## src/rtl/doa_peak_search.sv

```systemverilog
`default_nettype none
// ============================================================================
// Module  : doa_peak_search
// Purpose : Steers the beam-power stage across one angle scan and reports the
//           arg-max angle/power with a threshold flag on a valid/ready port.
// Rev     : 1.0
// ============================================================================
module doa_peak_search #(
    parameter int Y_WORD_LENGTH = 27,
    parameter int N_ANGLES      = 181,
    parameter int IDX_W         = 8
) (
    input  logic                     clk,
    input  logic                     rst_n,
    input  logic                     start,
    input  logic                     pwr_valid,
    input  logic [Y_WORD_LENGTH-1:0] pwr_data,
    output logic                     pwr_ready,
    output logic [IDX_W-1:0]         steer_idx,
    input  logic [Y_WORD_LENGTH-1:0] thresh,
    output logic                     busy,
    output logic                     peak_valid,
    input  logic                     peak_ready,
    output logic [IDX_W-1:0]         peak_idx,
    output logic [Y_WORD_LENGTH-1:0] peak_pwr,
    output logic                     peak_found
);

    localparam logic [1:0] S_IDLE = 2'd0;
    localparam logic [1:0] S_SCAN = 2'd1;
    localparam logic [1:0] S_DONE = 2'd2;

    localparam logic [IDX_W-1:0] C_LAST_IDX = IDX_W'(N_ANGLES - 1);

    logic [1:0]               state_q,      state_d;
    logic [IDX_W-1:0]         count_q,      count_d;
    logic [Y_WORD_LENGTH-1:0] max_q,        max_d;
    logic [IDX_W-1:0]         argmax_q,     argmax_d;
    logic [Y_WORD_LENGTH-1:0] thresh_q,     thresh_d;
    logic                     busy_q,       busy_d;
    logic                     peak_valid_q, peak_valid_d;
    logic [IDX_W-1:0]         peak_idx_q,   peak_idx_d;
    logic [Y_WORD_LENGTH-1:0] peak_pwr_q,   peak_pwr_d;
    logic                     peak_found_q, peak_found_d;

    logic                     w_accept;
    logic                     w_new_max;
    logic [Y_WORD_LENGTH-1:0] w_max_next;
    logic [IDX_W-1:0]         w_argmax_next;

    assign w_accept      = pwr_valid && (state_q == S_SCAN);
    // Strict compare so ties keep the lowest angle index.
    assign w_new_max     = pwr_data > max_q;
    assign w_max_next    = w_new_max ? pwr_data : max_q;
    assign w_argmax_next = w_new_max ? count_q  : argmax_q;

    always_comb begin
        state_d      = state_q;
        count_d      = count_q;
        max_d        = max_q;
        argmax_d     = argmax_q;
        thresh_d     = thresh_q;
        busy_d       = busy_q;
        peak_valid_d = peak_valid_q;
        peak_idx_d   = peak_idx_q;
        peak_pwr_d   = peak_pwr_q;
        peak_found_d = peak_found_q;

        case (state_q)
            S_IDLE: begin
                if (start) begin
                    state_d  = S_SCAN;
                    count_d  = '0;
                    max_d    = '0;
                    argmax_d = '0;
                    thresh_d = thresh;
                    busy_d   = 1'b1;
                end
            end
            S_SCAN: begin
                if (w_accept) begin
                    max_d    = w_max_next;
                    argmax_d = w_argmax_next;
                    if (count_q == C_LAST_IDX) begin
                        state_d      = S_DONE;
                        count_d      = '0;
                        busy_d       = 1'b0;
                        peak_valid_d = 1'b1;
                        peak_idx_d   = w_argmax_next;
                        peak_pwr_d   = w_max_next;
                        peak_found_d = w_max_next >= thresh_q;
                    end else begin
                        count_d = count_q + IDX_W'(1);
                    end
                end
            end
            S_DONE: begin
                // The result is only released by a handshake; start alone cannot overwrite it.
                if (peak_ready) begin
                    peak_valid_d = 1'b0;
                    if (start) begin
                        state_d  = S_SCAN;
                        count_d  = '0;
                        max_d    = '0;
                        argmax_d = '0;
                        thresh_d = thresh;
                        busy_d   = 1'b1;
                    end else begin
                        state_d = S_IDLE;
                    end
                end
            end
            default: begin
                state_d = S_IDLE;
            end
        endcase
    end

    always_ff @(posedge clk or negedge rst_n) begin
        if (!rst_n) begin
            state_q      <= S_IDLE;
            count_q      <= '0;
            max_q        <= '0;
            argmax_q     <= '0;
            thresh_q     <= '0;
            busy_q       <= 1'b0;
            peak_valid_q <= 1'b0;
            peak_idx_q   <= '0;
            peak_pwr_q   <= '0;
            peak_found_q <= 1'b0;
        end else begin
            state_q      <= state_d;
            count_q      <= count_d;
            max_q        <= max_d;
            argmax_q     <= argmax_d;
            thresh_q     <= thresh_d;
            busy_q       <= busy_d;
            peak_valid_q <= peak_valid_d;
            peak_idx_q   <= peak_idx_d;
            peak_pwr_q   <= peak_pwr_d;
            peak_found_q <= peak_found_d;
        end
    end

    assign pwr_ready  = (state_q == S_SCAN);
    assign steer_idx  = count_q;
    assign busy       = busy_q;
    assign peak_valid = peak_valid_q;
    assign peak_idx   = peak_idx_q;
    assign peak_pwr   = peak_pwr_q;
    assign peak_found = peak_found_q;

endmodule
`default_nettype wire
```

## config.mk

```make
export PLATFORM = sky130hd
export DESIGN_NAME = doa_peak_search
export DESIGN_NICKNAME = d
export VERILOG_FILES = /design/src/rtl/doa_peak_search.sv
export SDC_FILE = /design/constraint.sdc
export NUM_CORES = 1
export LEC_CHECK = 0
export CAP_MARGIN = 10
export CORE_AREA = 2 2 118 120
export DETAILED_ROUTE_END_ITERATION = 6
export DIE_AREA = 0 0 120 122
export DONT_BUFFER_PORTS = 1
export HOLD_SLACK_MARGIN = 0.15
export PLACE_DENSITY = 0.76
export SKIP_CTS_REPAIR_TIMING = 1
export SKIP_LAST_GASP = 1
export SLEW_MARGIN = 20
export SYNTH_ARGS = -nofsm -noshare
export SYNTH_HDL_FRONTEND = slang
export SYNTH_SLANG_ARGS = --single-unit
```

## constraint.sdc

```tcl
create_clock -name clk -period 3.85 [get_ports clk]
set_clock_uncertainty 0.05 [all_clocks]
set_input_delay 0.77 -clock clk [delete_from_list [all_inputs] [get_ports clk]]
set_output_delay 0.77 -clock clk [all_outputs]
set_load 0.05 [all_outputs]
```

After elaboration in Yosys (flattened, before gate mapping)

Cells that the tools add are included.

Add/subtract/negate cells: 1
Multiply operators: 0
Div/mod/pow operators: 0
Order comparisons: 2
Eq/ne operators: 7
Shift operators: 0
Muxes and demuxes: 33
Bitwise operators: 0
Reductions and logical operators: 11

Operator list:

| cell                | number |
|---|---|
| $mux 27             | 6 |
| $pmux 27 s3         | 1 |
| $mux 8              | 8 |
| $pmux 27 s2         | 1 |
| $pmux 8 s3          | 2 |
| $ge 27x27->1        | 1 |
| $gt 27x27->1        | 1 |
| $reduce_and 4->1    | 3 |
| $add 8x1->8 const B | 1 |
| $eq 8x8->1 const B  | 1 |
| $mux 1              | 8 |
| $mux 2              | 4 |
| $pmux 2 s3          | 1 |
| $reduce_and 3->1    | 2 |
| $ne 2x1->1 const B  | 2 |
| $ne 2x2->1 const B  | 2 |
| $reduce_bool 2->1   | 2 |
| $pmux 1 s3          | 1 |
| $reduce_bool 3->1   | 1 |
| $eq 2x1->1 const B  | 1 |
| $eq 2x2->1 const B  | 1 |
| $logic_not 2->1     | 1 |
| $pmux 1 s2          | 1 |
| $reduce_and 2->1    | 1 |
| $logic_and 1x1->1   | 1 |

Flip-flop bits (word level): 110
Bits in latches: 0
Memory bits (writable): 0
Memory bits (read-only): 0
Bits of input ports: 59
Output and inout port bits: 47
Memories: 0

Longest topological paths before layout

Gate-level depths: netlist of run 1.

Depth in word-level cells: 4
Gate-level depth with buffers: 17
Mapped depth without buffers: 15

Worst setup path before layout of run 1

Ideal clock, no wire load.

Kind: in2reg
Start point: input pwr_data[25]
End point: register peak_found_q (netlist: peak_found)
Setup time: 0.136 ns
Arrival: 3.933 ns
Data required time: 3.664 ns
Slack: -0.270 ns
Cell stages on the path: 16
Cell sequence: ha_1 nand4_2 nor4_4 and3_1 nand3_1 clkbuf_1 clkbuf_1 nand3_1 o21ai_0 ha_1 a21o_1 a21o_1 a211oi_1 o21ai_0 a2111oi_0 o21ai_0

Longest elaborated chain between the ends: 3

RTL lines:

| what                 | RTL line | source |
|---|---|---|
| start, declared      | 17       | `input logic [Y_WORD_LENGTH-1:0] pwr_data,` |
| $gt 27x27->1         | 53       | `assign w_new_max = pwr_data > max_q;` |
| $mux 27              | 54       | `assign w_max_next = w_new_max ? pwr_data : max_q;` |
| net w_max_next[12]   | 48       | `logic [Y_WORD_LENGTH-1:0] w_max_next;` |
| $ge 27x27->1         | 91       | `peak_found_d = w_max_next >= thresh_q;` |
| end signal, assigned | 141      | `peak_found_q <= peak_found_d;` |
| end, declared        | 44       | `logic peak_found_q, peak_found_d;` |

The timed path passes the listed nets, and every way through them passes these cells.
A chain may end at the register's enable or synchronous reset.

Worst setup path after layout of run 1

Start point: register max_q[4]
End point: register peak_found_q (netlist: peak_found)

Longest elaborated chain between the ends: 3

RTL lines:

| what                   | RTL line | source |
|---|---|---|
| start, declared        | 37       | `logic [Y_WORD_LENGTH-1:0] max_q, max_d;` |
| start signal, assigned | 134      | `max_q <= max_d;` |
| $gt 27x27->1           | 53       |  |
| $mux 27                | 54       |  |
| net w_max_next[2]      | 48       |  |
| $ge 27x27->1           | 91       |  |

The timed path passes the listed nets, and every way through them passes these cells.

==> results.json, run 1 <==
{
  "clock_sinks": 110,
  "wl_met3_um": 1300,
  "path_delay_family": "compound AO/OA/AOI/OAI gates",
  "rows": 43,
  "ys.flop_type": "dfrtp_1",
  "critPathLaunchType": "register",
  "fin_ws_ns": 0.0567,
  "dr.pass1.iters": 7,
  "holdCritPathClass": "input pin to async pin",
  "cts_buffers": 9,
  "initial_utilization": 0.489,
  "worstPathArrival_ns": 3.98,
  "dp_slack_ns": -0.542,
  "coreArea_mm2": 0.0135,
  "wire_per_inst_um": 20.2,
  "dieHeight_um": 122,
  "antennaDiodeCount": 0,
  "setup_viol": 0,
  "crit_type": "register to register",
  "stdcell_area_mm2": 0.00801,
  "antenna_found_initial": 0,
  "power.density_mw_per_mm2": 646,
  "drc_errors": 0,
  "fill_cells": 1129,
  "synth_edf_count": 0,
  "syn_to_final_growth_pct": 21.3,
  "ff_latch_area_mm2": 0.00275,
  "portBuffers": 0,
  "synth_area_mm2": 0.00660,
  "highest_layer": "met4",
  "ys_seq_elements": 110,
  "final_cell_mix": "117 x nand2_1, 110 x dfrtp_1, 77 x buf_4",
  "vias": 6017,
  "num_io_pins": 106,
  "grt_max_degree": 111,
  "yosys_warnings": 0,
  "mostFrequentLayoutCell": "nand2_1",
  "maxSlewHeadroom": 0.536,
  "tightest_slew_ns": 0.696,
  "r2r_cells": 17,
  "synth-seq-area-share": 0.417,
  "drt_iter0_drc": 587,
  "grt_usage": 0.248,
  "root_buffer": "clkbuf_16",
  "clk_pin_slew_ns": 0.07,
  "cp_common_cell": "o21a_1",
  "wl_um": 19400,
  "stdcell_count": 961,
  "crit_required_ns": 4.04,
  "fp.dieW_um": 120,
  "syn_nets": 842,
  "grt_pass1_vias": 5846,
  "dieArea_mm2": 0.0146,
  "critPathCaptureType": "register",
  "synth.avg_cell_area_um2": 9.08,
  "clkLatencyLatePin_ns": 0.36,
  "wirelength_met1_um": 7780,
  "critPathBufInv": 4,
  "nNetsFinal": 891,
  "vdd.ir_drop.worst_mv": 0.275,
  "cts_buffer_depth": 2,
  "multiInputGateArea_mm2": 0.00368,
  "wl_met2_um": 9700,
  "cap_violations": 0,
  "dpl-instance-area_mm2": 0.00711,
  "async_reset_ff_frac": 1.00,
  "ys_types": 48,
  "place_hpwl_um": 13000,
  "ant_nets": 0,
  "maxSlewViolCount": 0,
  "path_cells": "inv_1 -> ha_4 -> a21oi_2 -> o21ai_2 -> a2111oi_4 -> buf_4 -> o2111a_2 -> nor2_4 -> buf_4 -> clkbuf_16 -> o21ai_1 -> ha_1 -> o21a_1 -> o21a_1 -> o21a_1 -> a2111oi_4 -> o21ai_1",
  "grt_pass1_wl_um": 28800,
  "overflow": 0,
  "place_inst": 907,
  "period_share": 0.985,
  "hold_viol": 0,
  "cpPeakStageDelay_ns": 0.41,
  "cp_max_fo": 12,
  "fmax_ghz": 0.264,
  "drive_gt1_frac": 0.204,
  "htreeDepth": 3,
  "viasPerCell": 6.26,
  "outcome": "finished clean",
  "cp_slowest_cell": "dfrtp_1",
  "cp.depth": 17,
  "leakagePower_nw": 3.48,
  "place_congestion": 0.883,
  "synthCells": 727,
  "layout_min_cycle_time_ns": 3.79,
  "cts_tree": "yes"
}
worst paths after layout:
check / endpoint / startpoint / slack, ns
min in group clk: thresh_q[8] / thresh[8] / 0.48
max in group asynchronous: argmax_q[6] / rst_n / 3.04
worst min register to register: max_q[3] / max_q[3] / 0.50
worst min-delay path: peak_pwr[7] / rst_n / 0.31
worst max register to register: peak_found / max_q[4] / 0.06
worst max-delay path: peak_found / max_q[4] / 0.06
flip-flops by register name, indices dropped and copies added, names as in the netlist:
register    flops
steer_idx       8
state_q         2
max_q          27
argmax_q        8
thresh_q       27
peak_pwr       27
peak_found      1
peak_idx        8
busy            1
peak_valid      1
cells by family after synthesis:
| logic type | after synthesis | synth area share |
|---|---|---|
| AOI/OAI and AO/OA | 208 | 0.223 |
| DFF | 110 | 0.417 |
| adders and majority gates | 56 | 0.106 |
| and+or+nand+nor | 231 | 0.169 |
| xor gates and xnor gates | 7 | 0.00928 |
| buffers and inverters | 112 | 0.0703 |
| muxes | 3 | 0.00474 |
area by class of cell:
| cell class | instances | area share |
|---|---|---|
| clock buffer | 11 | 0.0315 |
| tap | 180 | 0.0281 |
| clock inverter | 5 | 0.00703 |
| inverter | 59 | 0.0276 |
| multi-input combinational | 505 | 0.460 |
| sequential | 110 | 0.344 |
| timing repair buffer | 91 | 0.102 |
synth_stat cells (15+ instances only):
cell type	number	area share
a221o_1	35	0.053
inv_1	59	0.034
nand3_1	32	0.024
o21ai_0	64	0.049
nand2_1	117	0.067
dfrtp_1	110	0.42
a21oi_1	21	0.016
o211ai_1	33	0.038
nor2_1	15	0.0085
clkbuf_1	29	0.016
a211oi_1	29	0.033
buf_2	17	0.013
ha_1	56	0.11
nand4_1	43	0.041
power by group:
| part | switching, mW | total (mW) | internal (mW) |
|---|---|---|---|
| sequential | 0.233 | 1.65 | 1.41 |
| combinational | 1.41 | 2.55 | 1.14 |
| clock | 0.438 | 0.979 | 0.541 |
through the flow:
step	hold slack [ns]	setup TNS, ns	util	total power [mW]
finish	0.306	0	0.593	5.17
global route	0.351	-0.139	0.593	5.49
CTS	0.0398	-0.205	0.549	4.66
detailed placement	0.430	-0.542	0.526	3.68
global placement	0.430	-0.342	0.526	3.55
floorplan	0.424	0	-	3.06
per-layer routing:
layer / global-route usage / vias up
li1: - / 2747
met3: 0.0581 / 54
met5: 0 / -
met1: 0.303 / 2953
met4: 0.119 / 0
met2: 0.414 / 263
worst register-to-register path: stages, from the launching register on:
cell	delay (ns)
dfrtp_1	0.41
inv_1	0.15
ha_4	0.23
a21oi_2	0.17
o21ai_2	0.09
a2111oi_4	0.40
buf_4	0.17
o2111a_2	0.24
nor2_4	0.06
buf_4	0.15
clkbuf_16	0.16
o21ai_1	0.25
ha_1	0.29
o21a_1	0.11
o21a_1	0.17
o21a_1	0.19
a2111oi_4	0.27
o21ai_1	0.11
(Power assumes the default switching activity.)
==> inputs of run 2 (changes only) <==
- CORE_AREA: 2 2 118 120 -> 2 2 127 129
- DIE_AREA: 0 0 120 122 -> 0 0 129 131
- PLACE_DENSITY: 0.76 -> 0.68
==> run 2 against run 1 <==
Net effect:
- setup slack improved by 0.037 ns
- utilization shrank 9.8 points
- total power decreased by 4.9%
- wire length fell by 4.2%
- largest power group unchanged
==> results.json, run 2 (synthesis gave the netlist of run 1 again) <==
{
  "outcome": "finished clean",
  "tightest_slew_ns": 0.864,
  "viasPerCell": 5.96,
  "fmax_ghz": 0.266,
  "grt_max_degree": 111,
  "power.density_mw_per_mm2": 638,
  "dieArea_mm2": 0.0169,
  "coreArea_mm2": 0.0156,
  "leakagePower_nw": 3.29,
  "cap_violations": 0,
  "path_cells": "inv_1 -> ha_4 -> nand4_1 -> nor4_4 -> nand3_2 -> buf_4 -> o2111ai_4 -> buf_12 -> nand3_1 -> o21ai_0 -> ha_1 -> a21o_1 -> a21oi_1 -> o22ai_1 -> o21a_1 -> a2111oi_2 -> o21ai_1",
  "grt_pass1_wl_um": 28600,
  "cts_buffers": 9,
  "cts_tree": "yes",
  "drc_errors": 0,
  "path_delay_family": "compound AO/OA/AOI/OAI gates",
  "dpl-instance-area_mm2": 0.00712,
  "mostFrequentLayoutCell": "nand2_1",
  "drive_gt1_frac": 0.147,
  "worst_hold_slack_ns": 0.314,
  "overflow": 0,
  "critPathLaunchType": "register",
  "holdCritPathClass": "input pin to async pin",
  "clkLatencyLatePin_ns": 0.36,
  "ant_nets": 0,
  "htreeDepth": 3,
  "cp_slowest_cell": "dfrtp_1",
  "setup_viol": 0,
  "grt_pass1_vias": 5671,
  "wire_per_inst_um": 19.3,
  "hold_viol": 0,
  "antenna_found_initial": 0,
  "nNetsFinal": 857,
  "total_power_mw": 4.92,
  "grt_usage": 0.215,
  "place_congestion": 0.941,
  "maxSlewHeadroom": 0.424,
  "layout_min_cycle_time_ns": 3.76,
  "wl_um": 18600,
  "dieHeight_um": 131,
  "dr.pass1.iters": 5,
  "cts_buffer_depth": 2,
  "period_share": 0.976,
  "drt_iter0_drc": 545,
  "maxSlewViolCount": 0,
  "portBuffers": 0,
  "worstPathArrival_ns": 3.94,
  "clock_sinks": 110,
  "critPathCaptureType": "register",
  "stdcell_area_mm2": 0.00772,
  "cpPeakStageDelay_ns": 0.40,
  "crit_type": "register to register",
  "critPathBufInv": 3,
  "num_io_pins": 106,
  "initial_utilization": 0.423,
  "place_hpwl_um": 12900,
  "root_buffer": "clkbuf_16",
  "clk_pin_slew_ns": 0.08,
  "vias": 5743,
  "cp_max_fo": 6,
  "syn_to_final_growth_pct": 16.9,
  "vdd.ir_drop.worst_mv": 0.233,
  "crit_required_ns": 4.04,
  "fp.dieW_um": 129,
  "tns_ns": 0,
  "final_cell_mix": "117 x nand2_1, 110 x dfrtp_1, 56 x inv_1",
  "rows": 46,
  "antennaDiodeCount": 0
}
==> run 2: cell types whose count changed in the layout (fill, tap and decap cells not counted), moves of 6 or more <==
cell / previous run / this run
buf_4: 77 / 42
inv_1: 50 / 56
inv_2: 9 / 3
o21ai_0: 46 / 52
==> run 2: final timing paths <==
check	from	end	slack, ns	cells after the start
worst max register to register	max_q[22]	peak_found	0.09	17
worst max-delay path	max_q[22]	peak_found	0.09	17
min in group clk	thresh[2]	thresh_q[2]	0.48	2
worst min register to register	max_q[23]	max_q[23]	0.49	1
max in group asynchronous	rst_n	thresh_q[1]	3.03	1
worst min-delay path	rst_n	peak_pwr[3]	0.31	1
==> run 2: stage by stage <==
stage | utilization | instances | setup WS, ns
2_1_floorplan | - | 727 | 0.00527
3_3_place_gp | 0.456 | 937 | -0.308
3_5_place_dp | 0.456 | 937 | -0.333
4_1_cts | 0.477 | 953 | -0.0343
5_1_grt | 0.495 | 963 | -0.0589
6_report | 0.495 | 963 | 0.0937
==> run 2: cell type report <==
class / instances / area [um2]
clock buffer: 11 / 233
clock inverter: 5 / 83.8
fill: 1405 / 7880
inverter: 59 / 221
multi-input combinational: 505 / 3600
sequential: 110 / 2750
tap: 216 / 270
timing repair buffer: 57 / 557
==> run 2: where the power goes <==
| part | internal (mW) | switching, mW |
|---|---|---|
| Sequential | 1.41 | 0.224 |
| Clock | 0.572 | 0.431 |
| Combinational | 0.961 | 1.32 |
==> run 2: worst reg2reg max path: stages, from the launching register on <==
cell and delay, ns:
dfrtp_1 0.40, inv_1 0.11, ha_4 0.28, nand4_1 0.21, nor4_4 0.29, nand3_2 0.13
buf_4 0.16, o2111ai_4 0.34, buf_12 0.18, nand3_1 0.09, o21ai_0 0.14, ha_1 0.31
a21o_1 0.18, a21oi_1 0.17, o22ai_1 0.10, o21a_1 0.21, a2111oi_2 0.21, o21ai_1 0.09
==> run 2: layer usage <==
metal / wire length (um) / track usage
met1: 7770 / 0.267
met2: 9010 / 0.358
met3: 1230 / 0.0623
met4: 542 / 0.0799
met5: 0 / 0
